$ cat config.mk
export PLATFORM = sky130hd
export DESIGN_NAME = pll_lock_supervisor
export DESIGN_NICKNAME = d
export VERILOG_FILES = /design/src/rtl/pll_lock_supervisor.sv
export SDC_FILE = /design/constraint.sdc
export NUM_CORES = 1
export LEC_CHECK = 0
export ABC_AREA = 1
export BUFFER_PORTS_ARGS = -buffer_cell sky130_fd_sc_hd__buf_2
export CAP_MARGIN = 20
export CORE_MARGIN = 3
export CORE_UTILIZATION = 64
export DETAILED_ROUTE_END_ITERATION = 16
export PLACE_DENSITY = 0.94
export SLEW_MARGIN = 10
export SYNTH_ARGS = -nofsm -noshare
export SYNTH_HDL_FRONTEND = slang
export SYNTH_SLANG_ARGS = --single-unit
$ cat constraint.sdc
create_clock -name clkin -period 2.8 [get_ports clkin]
set_input_delay 0.28 -clock clkin [delete_from_list [all_inputs] [get_ports clkin]]
set_output_delay 0.28 -clock clkin [all_outputs]
set_load 0.02 [all_outputs]
$ cat src/rtl/pll_lock_supervisor.sv
// PLL lock supervisor: sequences the PLL reset, qualifies lock, and gates the
// downstream system reset on a stable lock. Re-runs the sequence on loss of lock.
// Ports:
//   clkin       board clock (also feeds the PLL); all logic on rising edge
//   reset       synchronous active-high reset
//   pll_lock    PLL lock indication, asynchronous to clkin
//   pll_reset   reset to the PLL
//   sys_reset   active-high reset for downstream clkin-domain logic
//   locked      high only while running on a qualified lock
//   lock_lost   one-cycle pulse when lock drops while running
//   retry_count saturating count of lock timeouts since reset
module pll_lock_supervisor #(
  parameter int unsigned PLL_RST_CYCLES = 16,
  parameter int unsigned LOCK_TIMEOUT   = 65535,
  parameter int unsigned STABLE_CYCLES  = 1024,
  parameter int unsigned CNT_W          = 16
) (
  input  logic       clkin,
  input  logic       reset,
  input  logic       pll_lock,
  output logic       pll_reset,
  output logic       sys_reset,
  output logic       locked,
  output logic       lock_lost,
  output logic [7:0] retry_count
);

  localparam int unsigned RETRY_W = 8;

  localparam logic [CNT_W-1:0]   RST_LAST     = CNT_W'(PLL_RST_CYCLES - 1);
  localparam logic [CNT_W-1:0]   TIMEOUT_LAST = CNT_W'(LOCK_TIMEOUT - 1);
  localparam logic [CNT_W-1:0]   STABLE_LAST  = CNT_W'(STABLE_CYCLES - 1);
  localparam logic [RETRY_W-1:0] RETRY_MAX    = '1;

  typedef enum logic [1:0] {
    RST_PLL,
    WAIT_LOCK,
    STABILIZE,
    RUNNING
  } state_t;

  state_t             state_q, state_d;
  logic [CNT_W-1:0]   cnt_q, cnt_d;
  logic [RETRY_W-1:0] retry_d;
  logic               lock_meta, lock_s;
  logic               pll_reset_d, sys_reset_d, locked_d, lock_lost_d;

  // Two-flop synchronizer for the asynchronous lock input
  always_ff @(posedge clkin) begin
    if (reset) begin
      lock_meta <= 1'b0;
      lock_s    <= 1'b0;
    end else begin
      lock_meta <= pll_lock;
      lock_s    <= lock_meta;
    end
  end

  // State, counter and registered outputs
  always_ff @(posedge clkin) begin
    if (reset) begin
      state_q     <= RST_PLL;
      cnt_q       <= '0;
      pll_reset   <= 1'b1;
      sys_reset   <= 1'b1;
      locked      <= 1'b0;
      lock_lost   <= 1'b0;
      retry_count <= '0;
    end else begin
      state_q     <= state_d;
      cnt_q       <= cnt_d;
      pll_reset   <= pll_reset_d;
      sys_reset   <= sys_reset_d;
      locked      <= locked_d;
      lock_lost   <= lock_lost_d;
      retry_count <= retry_d;
    end
  end

  // Next-state logic; outputs are decoded from the next state so they line up
  // with the state register after the edge.
  always_comb begin
    state_d     = state_q;
    cnt_d       = cnt_q;
    retry_d     = retry_count;
    lock_lost_d = 1'b0;

    case (state_q)
      RST_PLL: begin
        // Stale lock is ignored here; the PLL reset always runs to completion
        if (cnt_q == RST_LAST) begin
          state_d = WAIT_LOCK;
          cnt_d   = '0;
        end else begin
          cnt_d = cnt_q + CNT_W'(1);
        end
      end

      WAIT_LOCK: begin
        if (lock_s) begin
          state_d = STABILIZE;
          cnt_d   = '0;
        end else if (cnt_q == TIMEOUT_LAST) begin
          state_d = RST_PLL;
          cnt_d   = '0;
          if (retry_count != RETRY_MAX) begin
            retry_d = retry_count + RETRY_W'(1);
          end
        end else begin
          cnt_d = cnt_q + CNT_W'(1);
        end
      end

      STABILIZE: begin
        // A dropout during qualification just restarts the wait, no PLL reset
        if (!lock_s) begin
          state_d = WAIT_LOCK;
          cnt_d   = '0;
        end else if (cnt_q == STABLE_LAST) begin
          state_d = RUNNING;
          cnt_d   = '0;
        end else begin
          cnt_d = cnt_q + CNT_W'(1);
        end
      end

      RUNNING: begin
        if (!lock_s) begin
          state_d     = RST_PLL;
          cnt_d       = '0;
          lock_lost_d = 1'b1;
        end
      end

      default: begin
        state_d = RST_PLL;
        cnt_d   = '0;
      end
    endcase

    pll_reset_d = (state_d == RST_PLL);
    sys_reset_d = (state_d != RUNNING);
    locked_d    = (state_d == RUNNING);
  end

endmodule
==> results of run 1 <==
-- cells in the mapped netlist (2+ instances only) --
| master | count | share of area, % |
|---|---|---|
| sky130_fd_sc_hd__a21oi_1 | 22 | 5.5 |
| sky130_fd_sc_hd__a21oi_2 | 3 | 1.3 |
| sky130_fd_sc_hd__buf_2 | 2 | 0.50 |
| sky130_fd_sc_hd__buf_4 | 3 | 1.1 |
| sky130_fd_sc_hd__dfxtp_1 | 32 | 32 |
| sky130_fd_sc_hd__ha_1 | 3 | 1.9 |
| sky130_fd_sc_hd__inv_1 | 32 | 6.0 |
| sky130_fd_sc_hd__inv_2 | 3 | 0.56 |
| sky130_fd_sc_hd__nand2_1 | 84 | 16 |
| sky130_fd_sc_hd__nand2_2 | 6 | 1.9 |
| sky130_fd_sc_hd__nand3_1 | 20 | 5.0 |
| sky130_fd_sc_hd__nand3_2 | 3 | 1.5 |
| sky130_fd_sc_hd__nand4_1 | 14 | 4.4 |
| sky130_fd_sc_hd__nor2_1 | 46 | 8.6 |
| sky130_fd_sc_hd__nor2_2 | 5 | 1.6 |
| sky130_fd_sc_hd__nor2_4 | 5 | 2.8 |
| sky130_fd_sc_hd__nor3_1 | 2 | 0.50 |
| sky130_fd_sc_hd__o211ai_1 | 3 | 1.1 |
| sky130_fd_sc_hd__o21ai_0 | 2 | 0.50 |
| sky130_fd_sc_hd__o21bai_1 | 2 | 0.75 |
| sky130_fd_sc_hd__xor2_1 | 4 | 1.8 |
-- layer usage --
metal / global-route usage (%) / share of wire (%) / up-vias
li1: - / - / 1019
met1: 37.34 / 43 / 889
met2: 42.15 / 46 / 91
met3: 7.438 / 9.1 / 14
met4: 10.30 / 2.0 / 0
met5: 0 / 0 / -
-- power by group --
| group | total [mW] | internal [mW] | switching [mW] |
|---|---|---|---|
| combinational | 0.0273 | 0.00815 | 0.0192 |
| sequential | 0.467 | 0.460 | 0.00738 |
| clock | 0.354 | 0.187 | 0.167 |
| total | 0.848 | 0.655 | 0.193 |
-- flip-flops by register name, indices dropped and copies added, names as in the netlist --
| signal | cells |
|---|---|
| cnt_q | 16 |
| retry_count | 8 |
| state_q | 2 |
| lock_lost | 1 |
| lock_meta | 1 |
| lock_s | 1 |
| locked | 1 |
| pll_reset | 1 |
| sys_reset | 1 |
-- cells by family after synthesis --
logic type                 after synthesis  synth area share (%)
adders and majority gates                3                 1.876
buffers and inverters                   42                 8.568
and+or+nand+nor                        189                 44.22
DFF                                     32                 32.02
AOI/OAI and AO/OA                       37                 11.13
xor gates and xnor gates                 5                 2.189
-- how the worst max path moves through the flow --
stage | cells past startpoint | startpoint | to | slack (ns)
finish | 7 | lock_s | cnt_q[8] | 0.97
global route | 7 | lock_s | cnt_q[12] | 0.83
CTS | 7 | lock_s | cnt_q[8] | 1.02
detailed placement | 7 | lock_s | cnt_q[3] | 1.05
global placement | 7 | lock_s | cnt_q[0] | 1.13
floorplan | 7 | retry_count[0] | retry_count[5] | 1.28
-- worst reg2reg max path, cell delays in order, from the launching register on --
cell and delay (ns):
sky130_fd_sc_hd__dfxtp_1 0.54, sky130_fd_sc_hd__inv_2 0.17, sky130_fd_sc_hd__nor2_4 0.44, sky130_fd_sc_hd__inv_2 0.14, sky130_fd_sc_hd__nand2_2 0.16, sky130_fd_sc_hd__inv_1 0.08
sky130_fd_sc_hd__nand2_4 0.11, sky130_fd_sc_hd__a21oi_1 0.08
-- layout make-up --
type                            instances  area (sq um)
Inverter                               35         131.4
Multi-Input combinational cell        234          1189
Sequential cell                        32         640.6
Clock inverter                          2         35.03
Clock buffer                            6         41.29
Fill cell                             248         716.9
Timing Repair Buffer                   14         70.07
Tap cell                               42         52.55
-- metrics by stage --
step | setup slack, ns | std cells | hold slack, ns | util (%) | area [sq um]
2_1_floorplan | 1.283 | 308 | 0.3870 | - | 2001
3_3_place_gp | 1.127 | 357 | 0.4102 | 72.42 | 2083
3_5_place_dp | 1.046 | 357 | 0.4157 | 72.42 | 2083
4_1_cts | 1.019 | 365 | 0.1308 | 75.08 | 2160
5_1_grt | 0.8311 | 365 | 0.1479 | 75.08 | 2160
6_report | 0.9734 | 365 | 0.1358 | 75.08 | 2160
==> run_summary.xml, run 1 <==
<?xml version="1.0" encoding="UTF-8"?>
<metrics>
  <group name="yosys">
    <metric name="synth.avg_cell_area" unit="sq um">6.496</metric>
    <metric name="synth_seq_cells" unit="">32</metric>
    <metric name="synth_edf_count" unit="">0</metric>
    <metric name="synthesized_cell_area" unit="sq mm">0.002001</metric>
    <metric name="seq_area_frac_synth" unit="%">32.02</metric>
    <metric name="synthCells" unit="">308</metric>
    <metric name="async_reset_ff_share" unit="%">0</metric>
    <metric name="ys_warn_count" unit="">0</metric>
    <metric name="syn_nets" unit="">314</metric>
    <metric name="yosysUniqueCellTypes" unit="">33</metric>
    <metric name="postSynth.topFlopCell" unit="">sky130_fd_sc_hd__dfxtp_1</metric>
  </group>
  <group name="worst_setup_path">
    <metric name="critical_path_buffers_and_inverters" unit="">3</metric>
    <metric name="worst_setup_path_end_kind" unit="">register</metric>
    <metric name="arrival" unit="ns">2.07</metric>
    <metric name="critical-path-slowest-cell" unit="">sky130_fd_sc_hd__dfxtp_1</metric>
    <metric name="critical_path.cell_chain" unit="">inv_2, nor2_4, inv_2, nand2_2, inv_1, nand2_4, a21oi_1</metric>
    <metric name="worst_ep_required_time" unit="ns">3.04</metric>
    <metric name="worst-r2r-setup-slack" unit="ns">0.97</metric>
    <metric name="timing_worst_setup_path_type" unit="">reg -&gt; reg</metric>
    <metric name="cp_max_fo" unit="">19</metric>
    <metric name="timing.critical_path.from_type" unit="">register</metric>
    <metric name="origin_of_the_critical_flop_to_flop_path" unit="">lock_s</metric>
    <metric name="worstRegToRegCells" unit="">7</metric>
    <metric name="reg2reg_to" unit="">cnt_q[8]</metric>
    <metric name="critical-path-top-delay-family" unit="">simple AND/OR/NAND/NOR gates</metric>
    <metric name="critical_path.max_stage_delay" unit="ns">0.54</metric>
    <metric name="worst_path_most_repeated_cell" unit="">sky130_fd_sc_hd__inv_2</metric>
  </group>
  <group name="floorplanning">
    <metric name="io-pin-count" unit="">15</metric>
    <metric name="floorplan.die.height" unit="microns">61.91</metric>
    <metric name="start_util" unit="%">69.55</metric>
    <metric name="dieArea" unit="sq mm">0.003833</metric>
    <metric name="placement_row_count" unit="">19</metric>
    <metric name="die_span_in_x" unit="microns">61.91</metric>
    <metric name="floorplan.core_area" unit="sq mm">0.002877</metric>
  </group>
  <group name="layout">
    <metric name="layout.cells.most_common" unit="">sky130_fd_sc_hd__nand2_1</metric>
    <metric name="mostFrequentLayoutCells" unit="">sky130_fd_sc_hd__nand2_1 (84), sky130_fd_sc_hd__nor2_1 (46), sky130_fd_sc_hd__inv_1 (32), sky130_fd_sc_hd__dfxtp_1 (32), sky130_fd_sc_hd__a21oi_1 (22)</metric>
    <metric name="antenna_cells" unit="">0</metric>
    <metric name="num-nets-final" unit="">328</metric>
    <metric name="syn_to_final_growth" unit="%">7.942</metric>
    <metric name="drive_above_1_share" unit="%">15.48</metric>
  </group>
  <group name="power">
    <metric name="max_vdd_drop" unit="mV">0.3056</metric>
    <metric name="post-layout-total-power" unit="mW">0.8485</metric>
    <metric name="cellLeakagePower" unit="nW">0.8914</metric>
    <metric name="power_per_cell_area" unit="mW/mm^2">392.9</metric>
  </group>
  <group name="detailed_routing">
    <metric name="drc" unit="">0</metric>
    <metric name="routed_wl" unit="microns">4781</metric>
    <metric name="vias_per_cell" unit="">5.515</metric>
    <metric name="route.vias.total" unit="">2013</metric>
    <metric name="dr.first_iter.drc_count" unit="">246</metric>
    <metric name="drtAntennaViolNets" unit="">0</metric>
    <metric name="drt-wirelength-per-cell" unit="microns">13.10</metric>
    <metric name="firstDrtPassIters" unit="">5</metric>
  </group>
  <group name="clock_tree">
    <metric name="cts_buffers" unit="">5</metric>
    <metric name="post-cts-setup-buffers" unit="">0</metric>
    <metric name="clock-sinks" unit="">32</metric>
    <metric name="worst_skew_pair.late_latency" unit="ns">0.35</metric>
    <metric name="cts.repair.resized" unit="">0</metric>
    <metric name="htreeDepth" unit="">2</metric>
    <metric name="max-clock-path-buffers" unit="">2</metric>
    <metric name="root_buffer" unit="">sky130_fd_sc_hd__clkbuf_4</metric>
    <metric name="cts_clock_pin_slew_for_the_worst_setup_and_hold_paths" unit="ns">0.10</metric>
    <metric name="cts_tree" unit="">yes</metric>
    <metric name="cts.hold.buffers_added" unit="">0</metric>
  </group>
  <group name="sta">
    <metric name="timing.final.hold_violations" unit="">0</metric>
    <metric name="worst_pin_slew" unit="ns">0.4845</metric>
    <metric name="report.final.setup_viol" unit="">0</metric>
    <metric name="skew" unit="ns">0.01082</metric>
    <metric name="min_period" unit="ns">1.827</metric>
    <metric name="slew-limit-headroom" unit="%">67.62</metric>
    <metric name="layout_worst_path_cycle_share" unit="%">65.24</metric>
    <metric name="fmax" unit="GHz">0.5475</metric>
    <metric name="rsz0062_at_grt" unit="">false</metric>
    <metric name="timing.setup.tns" unit="ns">0</metric>
    <metric name="slew_violations" unit="">0</metric>
  </group>
  <group name="global_route">
    <metric name="grt_usage" unit="%">27.65</metric>
    <metric name="number_of_global_route_vias_before_repair" unit="">1781</metric>
    <metric name="overflow" unit="">0</metric>
    <metric name="grt_max_degree" unit="">20</metric>
    <metric name="antenna_found_initial" unit="">0</metric>
    <metric name="grt_first_pass_wirelength" unit="microns">7845</metric>
  </group>
  <group name="worst_hold_path">
    <metric name="whs_endpoint" unit="">lock_meta</metric>
    <metric name="hold_path.class" unit="">in -&gt; reg</metric>
    <metric name="whs_path_depth" unit="">3</metric>
    <metric name="hold_path.startpoint" unit="">pll_lock</metric>
  </group>
  <group name="placement">
    <metric name="port_buffers" unit="">14</metric>
    <metric name="gp_routability_congestion" unit="">0.9273</metric>
    <metric name="dp_hpwl" unit="microns">3556</metric>
  </group>
  <group name="job">
    <metric name="max-cap-violations" unit="">0</metric>
  </group>
  <group name="outcome">
    <metric name="result_of_the_run" unit="">completed</metric>
  </group>
</metrics>
(Power assumes the default switching activity.)
==> inputs of run 2 (changes only) <==
- CORE_UTILIZATION: 64 -> 59
- PLACE_DENSITY: 0.94 -> 0.88
- clock period: 2.8 -> 1.8 ns (I/O delays scaled with it)
==> run 2 against run 1 <==
Compared with the run above:
- clock power grew 21%
- final area grew 0.87%
- count of clock-buffer cells in the layout grew 2
- fmax grew 11%
- combinational power grew 63%
- utilization shrank 6.0 points
- setup slack lost 0.82 ns
- cell count grew 1.6%
- register-to-register slack lost 0.82 ns
- sequential share of layout area shrank 0.20 points
- via count grew 2.1%
- routed wire length shrank 1.3%
- largest power group unchanged
==> run_summary.xml, run 2 (synthesis gave the netlist of run 1 again) <==
<?xml version="1.0" encoding="UTF-8"?>
<metrics>
  <group name="job">
    <metric name="max-cap-violations" unit="">0</metric>
  </group>
  <group name="worst_hold_path">
    <metric name="hold_path.startpoint" unit="">pll_lock</metric>
    <metric name="whs_path_depth" unit="">3</metric>
    <metric name="hold_path.class" unit="">in -&gt; reg</metric>
  </group>
  <group name="layout">
    <metric name="num-nets-final" unit="">332</metric>
    <metric name="syn_to_final_growth" unit="%">8.881</metric>
    <metric name="layout.cells.most_common" unit="">sky130_fd_sc_hd__nand2_1</metric>
    <metric name="largestRegisters" unit="">cnt_q (16), retry_count (8), state_q (2)</metric>
    <metric name="final.fill_count" unit="">293</metric>
    <metric name="mostFrequentLayoutCells" unit="">sky130_fd_sc_hd__nand2_1 (84), sky130_fd_sc_hd__nor2_1 (46), sky130_fd_sc_hd__inv_1 (32), sky130_fd_sc_hd__dfxtp_1 (31), sky130_fd_sc_hd__a21oi_1 (22)</metric>
    <metric name="drive_above_1_share" unit="%">16.82</metric>
    <metric name="antenna_cells" unit="">0</metric>
    <metric name="top_register" unit="">cnt_q</metric>
    <metric name="finished_cell_area" unit="sq mm">0.002178</metric>
    <metric name="largest_register_ffs" unit="">16</metric>
  </group>
  <group name="clock_tree">
    <metric name="clock-sinks" unit="">32</metric>
    <metric name="cts_buffers" unit="">5</metric>
    <metric name="root_buffer" unit="">sky130_fd_sc_hd__clkbuf_4</metric>
    <metric name="cts_tree" unit="">yes</metric>
    <metric name="cts.hold.buffers_added" unit="">0</metric>
    <metric name="htreeDepth" unit="">2</metric>
    <metric name="max-clock-path-buffers" unit="">2</metric>
    <metric name="cts_clock_pin_slew_for_the_worst_setup_and_hold_paths" unit="ns">0.10</metric>
    <metric name="worst_skew_pair.late_latency" unit="ns">0.34</metric>
  </group>
  <group name="floorplanning">
    <metric name="dieArea" unit="sq mm">0.004125</metric>
    <metric name="io-pin-count" unit="">15</metric>
    <metric name="floorplan.die.height" unit="microns">64.23</metric>
    <metric name="placement_row_count" unit="">20</metric>
    <metric name="start_util" unit="%">63.45</metric>
    <metric name="floorplan.core_area" unit="sq mm">0.003153</metric>
    <metric name="die_span_in_x" unit="microns">64.23</metric>
  </group>
  <group name="detailed_routing">
    <metric name="routed_wl" unit="microns">4720</metric>
    <metric name="drt-wirelength-per-cell" unit="microns">12.72</metric>
    <metric name="firstDrtPassIters" unit="">5</metric>
    <metric name="route.vias.total" unit="">2055</metric>
    <metric name="drtAntennaViolNets" unit="">0</metric>
    <metric name="drc" unit="">0</metric>
    <metric name="dr.first_iter.drc_count" unit="">217</metric>
    <metric name="vias_per_cell" unit="">5.539</metric>
  </group>
  <group name="placement">
    <metric name="gp_routability_congestion" unit="">0.9942</metric>
    <metric name="port_buffers" unit="">14</metric>
    <metric name="detailedPlace.worstSlack" unit="ns">0.1181</metric>
    <metric name="dp_hpwl" unit="microns">3496</metric>
    <metric name="dpl_cell_area" unit="sq mm">0.002116</metric>
  </group>
  <group name="sta">
    <metric name="setup_slack_after_layout" unit="ns">0.1500</metric>
    <metric name="min_period" unit="ns">1.650</metric>
    <metric name="report.final.setup_viol" unit="">0</metric>
    <metric name="timing.setup.tns" unit="ns">0</metric>
    <metric name="fmax" unit="GHz">0.6061</metric>
    <metric name="whs" unit="ns">0.05039</metric>
    <metric name="layout_worst_path_cycle_share" unit="%">91.67</metric>
    <metric name="slew-limit-headroom" unit="%">68.23</metric>
    <metric name="timing.final.hold_violations" unit="">0</metric>
    <metric name="skew" unit="ns">0.007374</metric>
    <metric name="rsz0062_at_grt" unit="">false</metric>
    <metric name="slew_violations" unit="">0</metric>
    <metric name="worst_pin_slew" unit="ns">0.4760</metric>
  </group>
  <group name="worst_setup_path">
    <metric name="worst_ep_required_time" unit="ns">2.01</metric>
    <metric name="origin_of_the_critical_flop_to_flop_path" unit="">cnt_q[0]</metric>
    <metric name="timing_worst_setup_path_type" unit="">reg -&gt; reg</metric>
    <metric name="worst_setup_path_end_kind" unit="">register</metric>
    <metric name="critical_path.max_stage_delay" unit="ns">0.34</metric>
    <metric name="timing.critical_path.from_type" unit="">register</metric>
    <metric name="path_depth" unit="">9</metric>
    <metric name="cp_max_fo" unit="">6</metric>
    <metric name="critical_path_buffers_and_inverters" unit="">2</metric>
    <metric name="critical-path-top-delay-family" unit="">simple AND/OR/NAND/NOR gates</metric>
    <metric name="critical-path-slowest-cell" unit="">sky130_fd_sc_hd__dfxtp_1</metric>
    <metric name="arrival" unit="ns">1.86</metric>
    <metric name="worstRegToRegCells" unit="">9</metric>
    <metric name="critPathLaunch" unit="">cnt_q[0]</metric>
    <metric name="critical_path.cell_chain" unit="">inv_1, ha_1, nand3_1, nor2_1, nand2_1, inv_2, nand3_1, nand2_1, a21oi_1</metric>
  </group>
  <group name="power">
    <metric name="cellLeakagePower" unit="nW">0.9017</metric>
    <metric name="post-layout-total-power" unit="mW">1.202</metric>
    <metric name="max_vdd_drop" unit="mV">0.4352</metric>
    <metric name="power_per_cell_area" unit="mW/mm^2">551.7</metric>
  </group>
  <group name="global_route">
    <metric name="number_of_global_route_vias_before_repair" unit="">1898</metric>
    <metric name="grt_max_degree" unit="">19</metric>
    <metric name="antenna_found_initial" unit="">0</metric>
    <metric name="grt_first_pass_wirelength" unit="microns">8266</metric>
    <metric name="overflow" unit="">0</metric>
    <metric name="grt_usage" unit="%">25.29</metric>
  </group>
  <group name="outcome">
    <metric name="result_of_the_run" unit="">completed</metric>
  </group>
</metrics>
[run 2: routing by layer]
layer	part of all wire [%]	wire length [microns]	track usage [%]
met1	45	2114	32.21
met3	7.9	374	7.557
met4	0.91	43	7.916
met5	0	0	0
met2	46	2188	40.90
[run 2: final cells by class]
cell class	count	area [sq um]	share of cell area (%)
well taps	44	55.05	2.527
clock buffers	8	58.81	2.700
flip-flops and latches	32	641.9	29.47
multi-input cells	234	1191	54.68
repair buffers	18	100.1	4.595
inverters	35	131.4	6.031
[run 2: final timing paths]
kind	endpoint	slack [ns]
max	retry_count[7]	0.15
min reg2reg	lock_s	0.41
min	lock_meta	0.05
max reg2reg	retry_count[7]	0.15
[run 2: where the power goes]
part           leakage, nW  switching (mW)  total [mW]  internal [mW]
registers            0.259          0.0119       0.728          0.716
logic                0.610          0.0309      0.0445         0.0135
clock network       0.0326           0.237       0.430          0.192
total                0.902           0.280        1.20          0.922
[run 2: per-stage QoR]
step / cells / utilization, %
finish: 371 / 69.09
global route: 371 / 69.09
CTS: 371 / 68.97
detailed placement: 363 / 67.10
global placement: 363 / 67.10
floorplan: 308 / -
[run 2: what timing repair did]
action	CTS	global route
gates resized for setup	0	2
buffers inserted	0	0
setup endpoints to repair	0	12
[run 2: worst reg2reg max path, cell delays in order, from the launching register on]
cell                      delay, ns
sky130_fd_sc_hd__dfxtp_1       0.34
sky130_fd_sc_hd__inv_1         0.12
sky130_fd_sc_hd__ha_1          0.21
sky130_fd_sc_hd__nand3_1       0.10
sky130_fd_sc_hd__nor2_1        0.13
sky130_fd_sc_hd__nand2_1       0.12
sky130_fd_sc_hd__inv_2         0.12
sky130_fd_sc_hd__nand3_1       0.19
sky130_fd_sc_hd__nand2_1       0.13
sky130_fd_sc_hd__a21oi_1       0.07
